==> src/rtl/uart_tx_arbiter.sv <==
// Round-robin, burst-limited sharing of one uart_tx between two first-word-fall-through byte sources.
// Each byte is popped and started in a single LOAD cycle, then uart_tx busy is tracked until it finishes.
module uart_tx_arbiter #(
    parameter int BURST = 16,
    parameter int CNT_W = 16
) (
    input  logic             clk,
    input  logic             rst,
    input  logic [7:0]       src0_data,
    input  logic             src0_valid,
    output logic             src0_pop,
    input  logic [7:0]       src1_data,
    input  logic             src1_valid,
    output logic             src1_pop,
    input  logic             enable,
    output logic [7:0]       txdata,
    output logic             tx_start,
    input  logic             tx_busy,
    output logic [1:0]       grant,
    output logic [CNT_W-1:0] sent0,
    output logic [CNT_W-1:0] sent1
);

    typedef enum logic [1:0] {
        IDLE      = 2'd0,
        LOAD      = 2'd1,
        WAIT_ACK  = 2'd2,
        WAIT_DONE = 2'd3
    } state_t;

    localparam logic [7:0]       BURST_MAX = 8'(BURST);
    localparam logic [CNT_W-1:0] CNT_ONE   = CNT_W'(1);
    localparam logic [1:0]       ACK_LAST  = 2'd3;

    state_t     state_r;
    logic [7:0] burst_cnt_r;
    logic [1:0] ack_cnt_r;
    logic       last_owner_r;

    logic       pick_s;
    logic       sel_s;
    logic       sel_valid_s;
    logic [7:0] sel_data_s;
    logic       issue_s;

    function automatic logic [CNT_W-1:0] sat_inc(input logic [CNT_W-1:0] value);
        logic [CNT_W-1:0] result;
        if (value == {CNT_W{1'b1}}) begin
            result = value;
        end else begin
            result = value + CNT_ONE;
        end
        return result;
    endfunction

    // Source selection and the decision to start a byte on the next edge
    always_comb begin
        pick_s      = 1'b0;
        sel_s       = 1'b0;
        sel_valid_s = 1'b0;
        sel_data_s  = 8'h00;
        issue_s     = 1'b0;
        if (src0_valid && src1_valid) begin
            pick_s = ~last_owner_r;
        end else if (src1_valid) begin
            pick_s = 1'b1;
        end else begin
            pick_s = 1'b0;
        end
        // Outside IDLE the owner is frozen in grant
        if (state_r == IDLE) begin
            sel_s = pick_s;
        end else begin
            sel_s = grant[1];
        end
        if (sel_s) begin
            sel_valid_s = src1_valid;
            sel_data_s  = src1_data;
        end else begin
            sel_valid_s = src0_valid;
            sel_data_s  = src0_data;
        end
        case (state_r)
            IDLE:      issue_s = enable && !tx_busy && sel_valid_s;
            WAIT_DONE: issue_s = enable && !tx_busy && sel_valid_s && (burst_cnt_r < BURST_MAX);
            default:   issue_s = 1'b0;
        endcase
    end

    // Arbitration FSM; every output is registered here
    always_ff @(posedge clk) begin
        if (rst) begin
            state_r      <= IDLE;
            burst_cnt_r  <= 8'd0;
            ack_cnt_r    <= 2'd0;
            last_owner_r <= 1'b1;
            txdata       <= 8'h00;
            tx_start     <= 1'b0;
            src0_pop     <= 1'b0;
            src1_pop     <= 1'b0;
            grant        <= 2'b00;
            sent0        <= {CNT_W{1'b0}};
            sent1        <= {CNT_W{1'b0}};
        end else begin
            tx_start <= 1'b0;
            src0_pop <= 1'b0;
            src1_pop <= 1'b0;
            if (issue_s) begin
                // Entering LOAD: start and pop become visible together in that cycle
                state_r  <= LOAD;
                txdata   <= sel_data_s;
                tx_start <= 1'b1;
                grant    <= sel_s ? 2'b10 : 2'b01;
                if (sel_s) begin
                    src1_pop <= 1'b1;
                    sent1    <= sat_inc(sent1);
                end else begin
                    src0_pop <= 1'b1;
                    sent0    <= sat_inc(sent0);
                end
                burst_cnt_r <= (state_r == IDLE) ? 8'd1 : burst_cnt_r + 8'd1;
            end else begin
                case (state_r)
                    IDLE: begin
                        grant <= 2'b00;
                    end
                    LOAD: begin
                        state_r   <= WAIT_ACK;
                        ack_cnt_r <= 2'd0;
                    end
                    WAIT_ACK: begin
                        if (tx_busy || (ack_cnt_r == ACK_LAST)) begin
                            state_r <= WAIT_DONE;
                        end else begin
                            ack_cnt_r <= ack_cnt_r + 2'd1;
                        end
                    end
                    WAIT_DONE: begin
                        if (!tx_busy) begin
                            last_owner_r <= grant[1];
                            grant        <= 2'b00;
                            state_r      <= IDLE;
                        end
                    end
                    default: begin
                        state_r <= IDLE;
                    end
                endcase
            end
        end
    end

endmodule

==> config.mk <==
export PLATFORM = sky130hd
export DESIGN_NAME = uart_tx_arbiter
export DESIGN_NICKNAME = d
export VERILOG_FILES = /design/src/rtl/uart_tx_arbiter.sv
export SDC_FILE = /design/constraint.sdc
export NUM_CORES = 1
export LEC_CHECK = 0
export BUFFER_PORTS_ARGS = -buffer_cell sky130_fd_sc_hd__buf_4
export CAP_MARGIN = 0
export CORE_MARGIN = 4
export CORE_UTILIZATION = 40
export DETAILED_ROUTE_END_ITERATION = 8
export GPL_ROUTABILITY_DRIVEN = 0
export PLACE_DENSITY = 0.64
export SYNTH_ARGS = -nofsm -noshare
export SYNTH_HDL_FRONTEND = slang
export SYNTH_SLANG_ARGS = --single-unit
==> constraint.sdc <==
create_clock -name clk -period 2.3 [get_ports clk]
set_input_delay 0.46 -clock clk [delete_from_list [all_inputs] [get_ports clk]]
set_output_delay 0.46 -clock clk [all_outputs]
set_load 0.05 [all_outputs]
# Word level (Yosys, flattened, before mapping)
# Cells that the tools add are included.
# W data, S select, Z words.
# totals
wordCells	73
out_inout_bits	45
regBits	58
inputBits	22
# classes
addsub	4
n_bitwise	6
n_reduce_logical	20
magnitude_cmp	1
mux	19
eq_ne	11
# op_table
operator	n
$add A16 B1 Y16 const B	2
$eq A16 B16 Y1 const B	2
$reduce_and A3 Y1	6
$mux W8	2
$mux W2	5
$add A8 B1 Y8 const B	1
$lt A8 B5 Y1 const B	1
$mux W1	8
$pmux W2 S2	2
$eq A2 B2 Y1 const B	3
$ne A2 B2 Y1 const B	3
$ne A3 B3 Y1 const B	2
$not A1 Y1	6
$pmux W2 S3	1
$reduce_bool A3 Y1	2
$logic_and A1 B1 Y1	4
$reduce_bool A4 Y1	1
$reduce_or A2 Y1	2
$add A2 B1 Y2 const B	1
$eq A2 B1 Y1 const B	1
$logic_not A2 Y1	1
$pmux W1 S2	1
$reduce_and A2 Y1	1
$reduce_bool A2 Y1	1
other kinds (2)	2

# Longest topological paths before layout
# logic_depth
ltp_word	9
mapped_depth	9
ltp_nobuf	7

# Worst setup path before layout
# OpenSTA, ideal clock, no wires.
# synth_timing
path_kind	reg-to-reg
startpoint	reg sent0[0]
endpoint	reg sent0[3]
path_stages_with_launch	7
path_slack_ns	-0.217
arrival_ns	2.396
n_path_buf	0
setup_ns	0.121
synth_period_minus_slack_ns	2.517
required_ns	2.179
cell_sequence	dfxtp_1 ha_1 nand4_1 nor4_1 nor3_2 nand4_1 mux2_2
# synth_via
elab_chain_cells	3
word_cells_on_any_way	4
classes_between	add/sub: 1; eq/ne: 1; bitwise: 1; reduce/logical: 1
# synth_rtl
item	line	source
start, declared	20	output logic [CNT_W-1:0] sent0,
start signal, assigned	102	sent0 <= {CNT_W{1'b0}};
start signal, assigned	119	sent0 <= sat_inc(sent0);
parallel branches: the longest is 3 deep, another holds $add A16 B1 Y16	-	
# Parallel ways; which one is timed is not known.
# A chain may end at the register's enable or synchronous reset.

# Worst setup path after layout
# layout_timing
startpoint	reg state_r[0]
endpoint	reg txdata[4]
# layout_via
elab_chain_cells	6
word_cells_on_any_way	8
classes_between	eq/ne: 1; mux: 4; reduce/logical: 3
# layout_rtl
item	line	source
start, declared	35	state_t state_r;
start signal, assigned	93	state_r <= IDLE;
start signal, assigned	110	state_r <= LOAD;
start signal, assigned	128	state_r <= WAIT_ACK;
$logic_not A2 Y1	71, 83	
$mux W1	71	if (state_r == IDLE) begin
$mux W1	76	if (sel_s) begin
$logic_and A1 B1 Y1	84, 85	
$logic_and A1 B1 Y1	85	WAIT_DONE: issue_s = enable && !tx_busy && sel_valid_s && (burst_cnt_r < BURST_MAX);
$pmux W1 S2	83	case (state_r)
end signal, assigned	111	txdata <= sel_data_s;
end, declared	16	output logic [7:0] txdata,
# Several ways; a longest one is shown, not always the timed one.

==> impl_results.md <==
- CTS tree: built
- Slew Limit Fails: 0
- Num CTS Buffers: 9
- Hold crit path type: in2reg
- Reg-to-Reg End: txdata[4]
- Rows: 30
- Cell Area, Placed: between 3000 and 4000 um^2
- Final ANT Viol Nets: 0
- DR WL/cell: 14.34 um
- Port bufs: 66
- I/O pin cnt: 67
- Die H: 92.42 um
- Syn avg cell area: 8.770 um^2
- Ys async rst share: 0%
- Worst reg2reg setup slack: 110 ps
- Yosys warnings: 0
- Critical Path AT: 2430 ps
- N_diodes: 0
- Core Footprint: 6869 um^2
- Post-Synthesis Cells: about 330
- Skew final: ~12 ps
- Hpwl dp: 5088 um
- Cell mode on critical path: buf_4
- Hold Slack: 403.3 ps
- Final hold vios: 0
- Sequential fraction of the synthesis area: 40.74%
- Synthesized area: 2850 um^2
- Post-layout min period: 2193 ps
- Die Area: ~8500 um^2
- CP Capture Type: flip-flop
- Reg2Reg Depth: 9
- Buffers & Inverters on Critical Path: 3
- P_leak: 1.585 nW
- Crit path cell chain: inv_1 > ha_2 > nor4bb_4 > a21oi_1 > buf_4 > nor3_4 > buf_4 > nor2_2 > a21o_1
- Max_slew headroom: 62.78%
- Worst min-delay path startpoint: src1_data[2]
- Starting Density: between 40% and 50%
- #FFs+latches synth: 58
- Worst VDD drop: 408.6 uV
- Die width: 92.42 um
- DR DRC count: 0
- Vias: 2,710
- Iter 0 DRT Violations: between 70 and 80
- CP Max Fanout: 16
- Hold_buf cts: 0
- Wire length of the first global-routing pass: 12,040 um
- Cell Pwr Density: 809.6 nW/um^2
- Final wirelength: 7285 um
- Final net count: 437
- Area grow syn2layout: 36.30%
- Fin crit share: 95.35%
- R2R Path Start: state_r[0]
- Filler Cell Count: 624
- Initial antenna violation count: 0
- Post-synth top flop: dfxtp_1
- Netlist cell types: 50
- H-Tree Depth: 3
- Crit path max-delay family: simple AND/OR/NAND/NOR gates
- Clock Path Buffers: 2
- Router iterations before antenna repair: 4
- Max_cap viols: 0
- Max stage delay cell, worst path: dfxtp_2
- Crit path depth: 9
- Clock sinks: 58
- Crit Path Class: reg2reg
- Largest net degree at the start of global routing: 35
- CP Capture Point: txdata[4]
- Number of vias per cell: around 5.3
- Number of flops mapped to enable cells by yosys: 0
- Clk slew on worst S/H paths: 80 ps
- Measured slew at the worst slew-check pin: 550.8 ps
- Clock Latency Late Sink: 340 ps
- Worst stage delay on the critical path: roughly 360 ps
- Setup crit start kind: flip-flop
- Finish-stage setup viols: 0
- Crit path from: state_r[0]
- Fmax: 456.0 MHz
- Clk root buf: clkbuf_8
- Syn_nets: between 300 and 400
- Outcome: finished clean
- GRT overflow: 0
- Design Area, Final: just under 4000 um^2
- GRT Total Usage: 17.41%
- Share of cells above drive strength 1: 32.77%
- Data required time at the worst endpoint: 2540 ps
- Vias in the first global route: 2,621
## cells in the final DEF (no fill, tap or decap), drive strengths merged, types with 7 or more instances in the layout
cell type / Yosys / final
nor4: 11 / 11
nor2: 50 / 50
a22o: 8 / 8
clkbuf: 11 / 9
a21o: 10 / 10
dfxtp: 58 / 58
xnor2: 15 / 15
inv: 6 / 7
or3: 7 / 7
a21oi: 10 / 10
buf: 3 / 85
nand2: 18 / 18
nor3: 11 / 11
o21ai: 10 / 10
nand4: 12 / 12
nand3: 11 / 11
ha: 8 / 8
## power breakdown
group / switching, mW / total (mW) / leakage (nW) / internal, mW
Combinational: 0.570 / 0.964 / 1.00 / 0.394
Sequential: 0.0489 / 1.12 / 0.474 / 1.07
Clock: 0.447 / 1.06 / 0.106 / 0.616
## flip-flops by register name (all words and copies together), names as in the netlist
| name | flops |
|---|---|
| sent0 | 16 |
| sent1 | 16 |
| burst_cnt_r | 8 |
| txdata | 8 |
| ack_cnt_r | 2 |
| grant | 2 |
| state_r | 2 |
| last_owner_r | 1 |
| src0_pop | 1 |
| src1_pop | 1 |
| tx_start | 1 |
## worst reg2reg max path: cells and delay by family, from the launching register on
kind	cells	cell delay (ps)
compound gates	2	280
fa+ha+maj	1	350
buf+inv	3	510
flops	1	360
simple gates	3	610
## through the flow
| stage | setup TNS, ps | cells | util (%) | total power, mW | worst slack (ps) |
|---|---|---|---|---|---|
| floorplan | -8.776 | 325 | - | 1.701 | -8.776 |
| global placement | 0 | 490 | 51.69 | 1.953 | 47.43 |
| detailed placement | -464.7 | 490 | 51.69 | 1.968 | -48.97 |
| CTS | 0 | 506 | 55.25 | 3.071 | 1.337 |
| global route | -89.67 | 508 | 56.56 | 3.314 | -15.73 |
| finish | 0 | 508 | 56.56 | 3.145 | 106.9 |
## repair_timing
item | CTS | global route
resized for setup | 4 | 14
cloned | 0 | 0
setup buffers | 0 | 2
setup endpoints to repair | 16 | 36
endpoints found under the hold margin | 0 | 0
pin swaps | 0 | 3
## worst min-delay path by stage
stage / slack, ps / cells past startpoint / end
finish: 400 / 3 / txdata[2]
global route: 380 / 3 / txdata[2]
CTS: 380 / 3 / txdata[3]
detailed placement: 450 / 1 / txdata[0]
global placement: 430 / 1 / txdata[0]
floorplan: 440 / 2 / burst_cnt_r[7]
## cells by family (layout without fill, tap and decap cells)
logic type	Yosys count	after routing	synth area share, %
multiplexers	9	9	3.600
adder cells (fa/ha/maj)	8	8	3.512
buffers and inverters	20	107	2.985
AND/OR/NAND/NOR	151	151	28.36
AO/OA/AOI/OAI	58	58	14.36
XOR/XNOR	21	21	6.453
flip-flops	58	58	40.74
## cell type report
type	instances	area, um^2	share of cell area [%]
Clock inverter	7	101.3	2.609
Clock buffer	9	123.9	3.188
Timing Repair Buffer	85	638.1	16.43
Inverter	6	22.52	0.5797
Sequential cell	58	1176	30.27
Tap cell	96	120.1	3.092
Multi-Input combinational cell	247	1703	43.83
## layer usage
layer | wire [um] | vias up | part of all wire, % | global-route usage, %
li1 | - | 1344 | - | -
met1 | 3272 | 1278 | 45 | 21.59
met2 | 3539 | 78 | 49 | 28.10
met3 | 339 | 10 | 4.7 | 5.118
met4 | 133 | 0 | 1.8 | 7.302
met5 | 0 | - | 0 | 0
## cell usage after synthesis, drive strengths merged (2+ instances only)
master,count,area [um^2]
a22oi,3,22.52
nor2,50,187.7
nand2,18,67.56
mux2i,5,50.05
ha,8,100.1
a22o,8,70.07
nor4b,4,35.03
a21o,10,75.07
nor4bb,2,20.02
and2,2,12.51
nand4,12,81.33
and3,4,30.03
or4,2,15.01
a41oi,2,17.52
a31o,2,17.52
nor4,11,75.07
inv,6,22.52
xor2,6,52.55
or3,7,43.79
o2111ai,2,17.52
a21oi,10,50.05
nand3,11,55.05
nor3b,2,15.01
nor2b,6,37.54
dfxtp,58,1161
nand2b,4,25.02
a31oi,3,18.77
buf,3,21.27
o21ai,10,50.05
mux2,4,52.55
and4,3,26.28
o211a,2,20.02
clkbuf,11,41.29
xnor2,15,131.4
nor3,11,65.06
No activity file was read; power rests on OpenSTA's default activity.
